### src/rtl/checkin_pkg.sv
// checkin_pkg: shared character constants and state encoding for the
// check-in transmit path; the downstream FIFO uses the same constants.
package checkin_pkg;

  localparam logic [7:0] CHAR_TERM       = 8'd36;  // '$' end of stream
  localparam logic [7:0] CHAR_SEP        = 8'd35;  // '#' filler, dropped downstream
  localparam logic [7:0] CHAR_LETTER_MIN = 8'd64;  // bytes above this are kept downstream

  typedef enum logic [2:0] {
    ST_IDLE = 3'd0,
    ST_RDY  = 3'd1,
    ST_SEND = 3'd2,
    ST_TERM = 3'd3,
    ST_WAIT = 3'd4,
    ST_FIN  = 3'd5
  } state_t;

endpackage

### src/rtl/tx_byte_buf.sv
// tx_byte_buf: DEPTH x DATA_LEN circular byte buffer with write/read
// pointers and an occupancy count. Push while full and pop while empty
// are ignored. clr returns the buffer to empty without touching storage.
module tx_byte_buf #(
  parameter int DATA_LEN = 8,
  parameter int DEPTH    = 16,
  parameter int CNT_W    = 5
) (
  input  logic                clk,
  input  logic                rst,
  input  logic                clr,
  input  logic                push,
  input  logic [DATA_LEN-1:0] push_data,
  input  logic                pop,
  output logic [DATA_LEN-1:0] rd_data,
  output logic                full,
  output logic                empty,
  output logic [CNT_W-1:0]    count
);

  localparam int               PTR_W    = (DEPTH > 1) ? $clog2(DEPTH) : 1;
  localparam logic [PTR_W-1:0] PTR_LAST = PTR_W'(DEPTH - 1);
  localparam logic [PTR_W-1:0] PTR_ZERO = {PTR_W{1'b0}};
  localparam logic [CNT_W-1:0] CNT_FULL = CNT_W'(DEPTH);
  localparam logic [CNT_W-1:0] CNT_ZERO = {CNT_W{1'b0}};
  localparam logic [CNT_W-1:0] CNT_ONE  = CNT_W'(1);

  logic [DATA_LEN-1:0] mem_r [DEPTH];
  logic [PTR_W-1:0]    wr_ptr_r;
  logic [PTR_W-1:0]    rd_ptr_r;
  logic [CNT_W-1:0]    count_r;
  logic                push_ok_s;
  logic                pop_ok_s;

  assign full      = (count_r == CNT_FULL);
  assign empty     = (count_r == CNT_ZERO);
  assign count     = count_r;
  assign rd_data   = mem_r[rd_ptr_r];
  assign push_ok_s = push && !full;
  assign pop_ok_s  = pop && !empty;

  // Storage array: written at the write pointer on an accepted push.
  always_ff @(posedge clk) begin
    if (push_ok_s) begin
      mem_r[wr_ptr_r] <= push_data;
    end
  end

  // Pointer and count bookkeeping with explicit wrap at DEPTH-1.
  always_ff @(posedge clk or negedge rst) begin
    if (!rst) begin
      wr_ptr_r <= PTR_ZERO;
      rd_ptr_r <= PTR_ZERO;
      count_r  <= CNT_ZERO;
    end else if (clr) begin
      wr_ptr_r <= PTR_ZERO;
      rd_ptr_r <= PTR_ZERO;
      count_r  <= CNT_ZERO;
    end else begin
      if (push_ok_s) begin
        wr_ptr_r <= (wr_ptr_r == PTR_LAST) ? PTR_ZERO : wr_ptr_r + PTR_W'(1);
      end
      if (pop_ok_s) begin
        rd_ptr_r <= (rd_ptr_r == PTR_LAST) ? PTR_ZERO : rd_ptr_r + PTR_W'(1);
      end
      case ({push_ok_s, pop_ok_s})
        2'b10:   count_r <= count_r + CNT_ONE;
        2'b01:   count_r <= count_r - CNT_ONE;
        default: count_r <= count_r;
      endcase
    end
  end

endmodule

### src/rtl/checkin_tx.sv
// checkin_tx: transmit side of the check-in/pickup byte stream. Buffers
// load bytes (dropping '$'), then on start emits ready, the buffered bytes
// in load order, and a '$' terminator; waits for the downstream done and
// pulses done before clearing for the next batch.
// Optional build macro CHECKIN_TX_SEP_EN: inserts a '#' cycle after every
// transmitted letter that is not the final buffered byte.
module checkin_tx
  import checkin_pkg::*;
#(
  parameter int DATA_LEN = 8,
  parameter int DEPTH    = 16,
  parameter int CNT_W    = 5
) (
  input  logic                clk,
  input  logic                rst,
  input  logic                load_valid,
  input  logic [DATA_LEN-1:0] load_data,
  output logic                load_ready,
  input  logic                start,
  output logic                busy,
  output logic                ready,
  output logic [DATA_LEN-1:0] tx_data,
  input  logic                dn_done,
  output logic                done,
  output logic [CNT_W-1:0]    letter_cnt
);

  localparam logic [DATA_LEN-1:0] TERM_B   = DATA_LEN'(CHAR_TERM);
  localparam logic [DATA_LEN-1:0] LETTER_B = DATA_LEN'(CHAR_LETTER_MIN);
  localparam logic [DATA_LEN-1:0] ZERO_B   = {DATA_LEN{1'b0}};
  localparam logic [CNT_W-1:0]    CNT_ONE  = CNT_W'(1);
  localparam logic [CNT_W-1:0]    CNT_ZERO = {CNT_W{1'b0}};
`ifdef CHECKIN_TX_SEP_EN
  localparam logic [DATA_LEN-1:0] SEP_B    = DATA_LEN'(CHAR_SEP);
`endif

  state_t              state_r;
  state_t              state_nx;
  logic                push_s;
  logic                pop_s;
  logic                clr_s;
  logic [DATA_LEN-1:0] tx_data_s;
  logic [DATA_LEN-1:0] rd_data_s;
  logic                full_s;
  logic                empty_s;
  logic [CNT_W-1:0]    count_s;
  logic [CNT_W-1:0]    letter_cnt_r;
  logic                load_ready_s;
`ifdef CHECKIN_TX_SEP_EN
  logic                sep_r;
  logic                sep_nx;
`endif

  tx_byte_buf #(
    .DATA_LEN (DATA_LEN),
    .DEPTH    (DEPTH),
    .CNT_W    (CNT_W)
  ) u_buf (
    .clk       (clk),
    .rst       (rst),
    .clr       (clr_s),
    .push      (push_s),
    .push_data (load_data),
    .pop       (pop_s),
    .rd_data   (rd_data_s),
    .full      (full_s),
    .empty     (empty_s),
    .count     (count_s)
  );

  // Outputs are decoded purely from registered state and buffer contents.
  assign load_ready_s = (state_r == ST_IDLE) && !full_s;
  assign load_ready   = load_ready_s;
  assign busy         = (state_r != ST_IDLE);
  assign ready        = (state_r == ST_RDY);
  assign done         = (state_r == ST_FIN);
  assign tx_data      = tx_data_s;
  assign letter_cnt   = letter_cnt_r;

  // State register; reset abandons any batch in flight.
  always_ff @(posedge clk or negedge rst) begin
    if (!rst) begin
      state_r <= ST_IDLE;
    end else begin
      state_r <= state_nx;
    end
  end

`ifdef CHECKIN_TX_SEP_EN
  // Separator-pending flag: the next SEND cycle carries '#' instead of data.
  always_ff @(posedge clk or negedge rst) begin
    if (!rst) begin
      sep_r <= 1'b0;
    end else begin
      sep_r <= sep_nx;
    end
  end
`endif

  // Count of stored letters, cleared when the batch completes.
  always_ff @(posedge clk or negedge rst) begin
    if (!rst) begin
      letter_cnt_r <= CNT_ZERO;
    end else if (clr_s) begin
      letter_cnt_r <= CNT_ZERO;
    end else if (push_s && (load_data > LETTER_B)) begin
      letter_cnt_r <= letter_cnt_r + CNT_ONE;
    end else begin
      letter_cnt_r <= letter_cnt_r;
    end
  end

  // Next-state, buffer strobes and stream byte selection.
  always_comb begin
    state_nx  = state_r;
    push_s    = 1'b0;
    pop_s     = 1'b0;
    clr_s     = 1'b0;
    tx_data_s = ZERO_B;
`ifdef CHECKIN_TX_SEP_EN
    sep_nx    = sep_r;
`endif
    case (state_r)
      ST_IDLE: begin
        // start wins over a simultaneous load; '$' is never stored
        if (start) begin
          state_nx = ST_RDY;
        end else if (load_valid && load_ready_s && (load_data != TERM_B)) begin
          push_s = 1'b1;
        end else begin
          push_s = 1'b0;
        end
      end
      ST_RDY: begin
        if (!empty_s) begin
          state_nx = ST_SEND;
        end else begin
          state_nx = ST_TERM;
        end
      end
      ST_SEND: begin
`ifdef CHECKIN_TX_SEP_EN
        if (sep_r) begin
          tx_data_s = SEP_B;
          sep_nx    = 1'b0;
        end else begin
          tx_data_s = rd_data_s;
          pop_s     = 1'b1;
          if (count_s == CNT_ONE) begin
            state_nx = ST_TERM;
          end else begin
            sep_nx = (rd_data_s > LETTER_B);
          end
        end
`else
        tx_data_s = rd_data_s;
        pop_s     = 1'b1;
        if (count_s == CNT_ONE) begin
          state_nx = ST_TERM;
        end else begin
          state_nx = ST_SEND;
        end
`endif
      end
      ST_TERM: begin
        tx_data_s = TERM_B;
        state_nx  = ST_WAIT;
      end
      ST_WAIT: begin
        if (dn_done) begin
          state_nx = ST_FIN;
        end else begin
          state_nx = ST_WAIT;
        end
      end
      ST_FIN: begin
        clr_s    = 1'b1;
        state_nx = ST_IDLE;
      end
      default: begin
        state_nx = ST_IDLE;
      end
    endcase
  end

endmodule

### config.mk
export PLATFORM = sky130hd
export DESIGN_NAME = checkin_tx
export DESIGN_NICKNAME = d
export VERILOG_FILES = /design/src/rtl/checkin_pkg.sv /design/src/rtl/tx_byte_buf.sv /design/src/rtl/checkin_tx.sv
export SDC_FILE = /design/constraint.sdc
export NUM_CORES = 1
export LEC_CHECK = 0
export BUFFER_PORTS_ARGS = -buffer_cell sky130_fd_sc_hd__buf_2
export CORE_MARGIN = 3
export CORE_UTILIZATION = 40
export DETAILED_ROUTE_END_ITERATION = 8
export PLACE_DENSITY_LB_ADDON = 0.12
export SYNTH_ARGS = -nofsm -noshare
export SYNTH_HDL_FRONTEND = slang
export SYNTH_SLANG_ARGS = --single-unit
### constraint.sdc
create_clock -name clk -period 3.25 [get_ports clk]
set_input_delay 0.4875 -clock clk [delete_from_list [all_inputs] [get_ports clk]]
set_output_delay 0.4875 -clock clk [all_outputs]
set_load 0.01 [all_outputs]
==> metrics.log <==
[metrics] status: finished clean
[metrics] maximum capacitance violations: 0
[metrics] final worst path period share: 87.33%
[metrics] worst hold slack: about 23 ps
[metrics] ANT nets after route: 0
[metrics] violation count after the first detailed-routing iteration: 206
[metrics] Clock Skew: roughly 13 ps
[metrics] number of flops mapped to enable cells by yosys: around 130
[metrics] Resize count post-CTS: 0
[metrics] leakage power figure: approximately 2.5 nW
[metrics] Max clock buf depth: 2
[metrics] detailed-placement wirelength estimate: roughly 9000 um
[metrics] Avg Cell Area, Syn: 16.72 um2
[metrics] clock-pin slew on the worst setup and hold paths: roughly 60 ps
[metrics] type of origin of the critical path: flop
[metrics] Initial Util: 41.33%
[metrics] synth unique cells: 52
[metrics] final-report hold violation count: 0
[metrics] sequential fraction of the synthesis area: between 60 and 70%
[metrics] total CTS buffers: 17
[metrics] die span in x: between 100 and 150 um
[metrics] total negative setup slack: 0 ps
[metrics] top cells by count, synth: 128 x sky130_fd_sc_hd__edfxtp_1, 28 x sky130_fd_sc_hd__mux4_2, 21 x sky130_fd_sc_hd__dfrtp_1
[metrics] timing-limited maximum frequency: around 0.35 GHz
[metrics] Cell Area, Placed: 6802 um2
[metrics] diode insertion count for antenna repair: 0
[metrics] Synth Flop Type: sky130_fd_sc_hd__edfxtp_1
[metrics] Synth Net Count: a little over 400
[metrics] input/output buffers: 29
[metrics] wire length of the first global-routing pass: around 22,000 um
[metrics] deepest level of the CTS H-tree: 4
[metrics] CTS sink count: 149
[metrics] startpoint-to-endpoint class of the critical path: reg2out
[metrics] layout cell share with drive strength beyond 1: approximately 28%
[metrics] post-synth design cell area: 6354 um2
[metrics] post-synth top area cell: sky130_fd_sc_hd__edfxtp_1
[metrics] All-Layer GR Usage: 17.02%
[metrics] final instance area: approximately 7400 um2
[metrics] Pre-Repair DR Iteration Count: 4
[metrics] area added between synthesis and finish: 16.68%
[metrics] RSZ-0062 raised after global routing: no
[metrics] Inst Count DP: slightly above 600
[metrics] transition time at the pin with the least slew margin: between 1000 and 1500 ps
[metrics] Hold Buf Count CTS: 0
[metrics] number of nets in the layout: roughly 440
[metrics] GP Congestion: about 0.8
[metrics] final cell count without fillers: around 640
[metrics] aggregate routed wire length: between 10,000 and 15,000 um
[metrics] DR vias/cell: between 5 and 6
[metrics] y dimension of the die: between 100 and 150 um
[metrics] final-report setup violation count: 0
[metrics] fraction of post-synthesis cell area in the top cell type by area: between 60% and 70%
[metrics] classification of the worst-slack hold path: in2async
[metrics] Final Slew Violations: 0
[metrics] CP required: approximately 2800 ps
[metrics] Worst slew margin: a little over a quarter
[metrics] fin crit period: 2838 ps
[metrics] clock insertion delay at the later pin of the skew report: 420 ps
[metrics] Clock Tree Root: sky130_fd_sc_hd__clkbuf_16
[metrics] capturing element type of the critical path: primary output
[metrics] wire length per cell: approximately 22 um
[metrics] total die area: 17,430 um2
[metrics] via count: ~3,500
[metrics] number of cell rows: 45
[metrics] number of antenna violations at the first check in global routing: 0
[metrics] power density of the placed cells: roughly 840 nW/um2
[metrics] Synth Register Bits: around 150
[metrics] Synth async-reset ratio: between 10% and 20%
[metrics] cell count after synthesis: 380
[metrics] number of ports placed on the die boundary: 30
[metrics] worst-case vdd ir drop: about 450 uV
[metrics] critical path arrival: between 2000 and 2500 ps
[metrics] largest cells by area after synthesis: sky130_fd_sc_hd__edfxtp_1 60%, sky130_fd_sc_hd__mux4_2 9.9%, sky130_fd_sc_hd__dfrtp_1 8.3%, sky130_fd_sc_hd__mux2i_1 3.2%, sky130_fd_sc_hd__ha_1 2.0%
[metrics] synth warn: 0
[metrics] leading cell type by number of instances after synthesis: sky130_fd_sc_hd__edfxtp_1
[metrics] maximum fanout along the worst path: 18
[metrics] Post-CTS Setup Inserts: 0
[metrics] final routed DRC violation total: 0
[metrics] number of global-route vias before repair: approximately 3,700
[metrics] clock tree from TritonCTS: done
[metrics] largest net degree at the start of global routing: 38
[metrics] core box area: between 15,000 and 20,000 um2
[metrics] total gr overflow: 0
per-stage QoR:
stage / setup slack [ps] / total power (W) / utilization (%)
detailed placement: 368.9 / 0.004255 / 44.25
global route: 260.6 / 0.006523 / 48.23
finish: 411.9 / 0.006206 / 48.23
global placement: 389.6 / 0.004232 / 44.25
CTS: 361.2 / 0.006278 / 48.23
floorplan: 395.0 / 0.003689 / -
layer usage:
metal	global-route usage (%)	share of wire (%)	up-vias
met5	0	0	-
met1	22.08	44	1799
li1	-	-	1598
met2	28.34	51	71
met4	6.418	1.4	0
met3	3.588	3.4	13
state kept, by name, summed over array words and instances, names as in the netlist:
name / count
u_buf.mem_r: 128
state_r: 3
letter_cnt: 5
u_buf.count: 5
u_buf.wr_ptr_r: 4
u_buf.rd_ptr_r: 4
worst max-delay path, cell delays in order, from the launching register on:
cell and delay [ps]:
sky130_fd_sc_hd__dfrtp_2 660, sky130_fd_sc_hd__mux4_2 570, sky130_fd_sc_hd__mux2_2 300, sky130_fd_sc_hd__a21oi_1 130
sky130_fd_sc_hd__o21ai_0 100, sky130_fd_sc_hd__buf_2 160
final timing paths:
check                                              start                       endpoint  slack, ps  cells after the start
setup reg to reg              u_buf.count[1]$_DFFE_PN0P_    u_buf.mem_r[7][1]$_DFFE_PP_        440                      6
hold reg to reg                letter_cnt[2]$_DFFE_PN0P_      letter_cnt[2]$_DFFE_PN0P_        550                      1
hold / removal                                       rst      letter_cnt[4]$_DFFE_PN0P_         20                      1
min in group clk                                 dn_done         state_r[0]$_DFFE_PN0P_        330                      3
setup / recovery           u_buf.rd_ptr_r[1]$_DFFE_PN0P_                     tx_data[2]        410                      5
max in group asynchronous                            rst  u_buf.rd_ptr_r[1]$_DFFE_PN0P_       2870                      1
power by group:
| group | internal [W] | switching, W | leakage [nW] | total (W) |
|---|---|---|---|---|
| clock | 0.00127 | 0.000744 | 0.281 | 0.00202 |
| combinational | 0.000798 | 0.000852 | 0.845 | 0.00165 |
| sequential | 0.00224 | 0.000303 | 1.41 | 0.00254 |
area by class of cell:
cell class	instances	area, um2
multi-input cells	200	1869
repair buffers	43	262.8
clock buffers	17	425.4
clock inverters	15	186.4
inverters	9	33.78
flip-flops and latches	149	4372
well taps	211	264.0
fillers	1347	7958
layout by cell type, fill, tap and decap left out, types with 5 or more instances in the layout:
cell / n
sky130_fd_sc_hd__edfxtp_1: 128
sky130_fd_sc_hd__buf_2: 29
sky130_fd_sc_hd__mux4_2: 28
sky130_fd_sc_hd__mux2i_1: 20
sky130_fd_sc_hd__nand2_1: 19
sky130_fd_sc_hd__dfrtp_1: 19
sky130_fd_sc_hd__clkbuf_16: 17
sky130_fd_sc_hd__nand3_1: 13
sky130_fd_sc_hd__buf_4: 13
sky130_fd_sc_hd__o21ai_0: 12
sky130_fd_sc_hd__nor2_1: 11
sky130_fd_sc_hd__ha_1: 10
sky130_fd_sc_hd__inv_1: 9
sky130_fd_sc_hd__a21oi_1: 8
sky130_fd_sc_hd__nor3_1: 8
sky130_fd_sc_hd__o22ai_1: 6
sky130_fd_sc_hd__clkinvlp_4: 5
logic make-up after synthesis:
logic type                 share of synthesized area (%)
AOI/OAI and AO/OA                                  4.668
xor gates and xnor gates                          0.2757
adders and majority gates                          1.969
buffers and inverters                              2.206
DFF                                                68.77
muxes                                              13.43
and+or+nand+nor                                    8.684
Note: power is estimated with default switching activity, not from simulation.
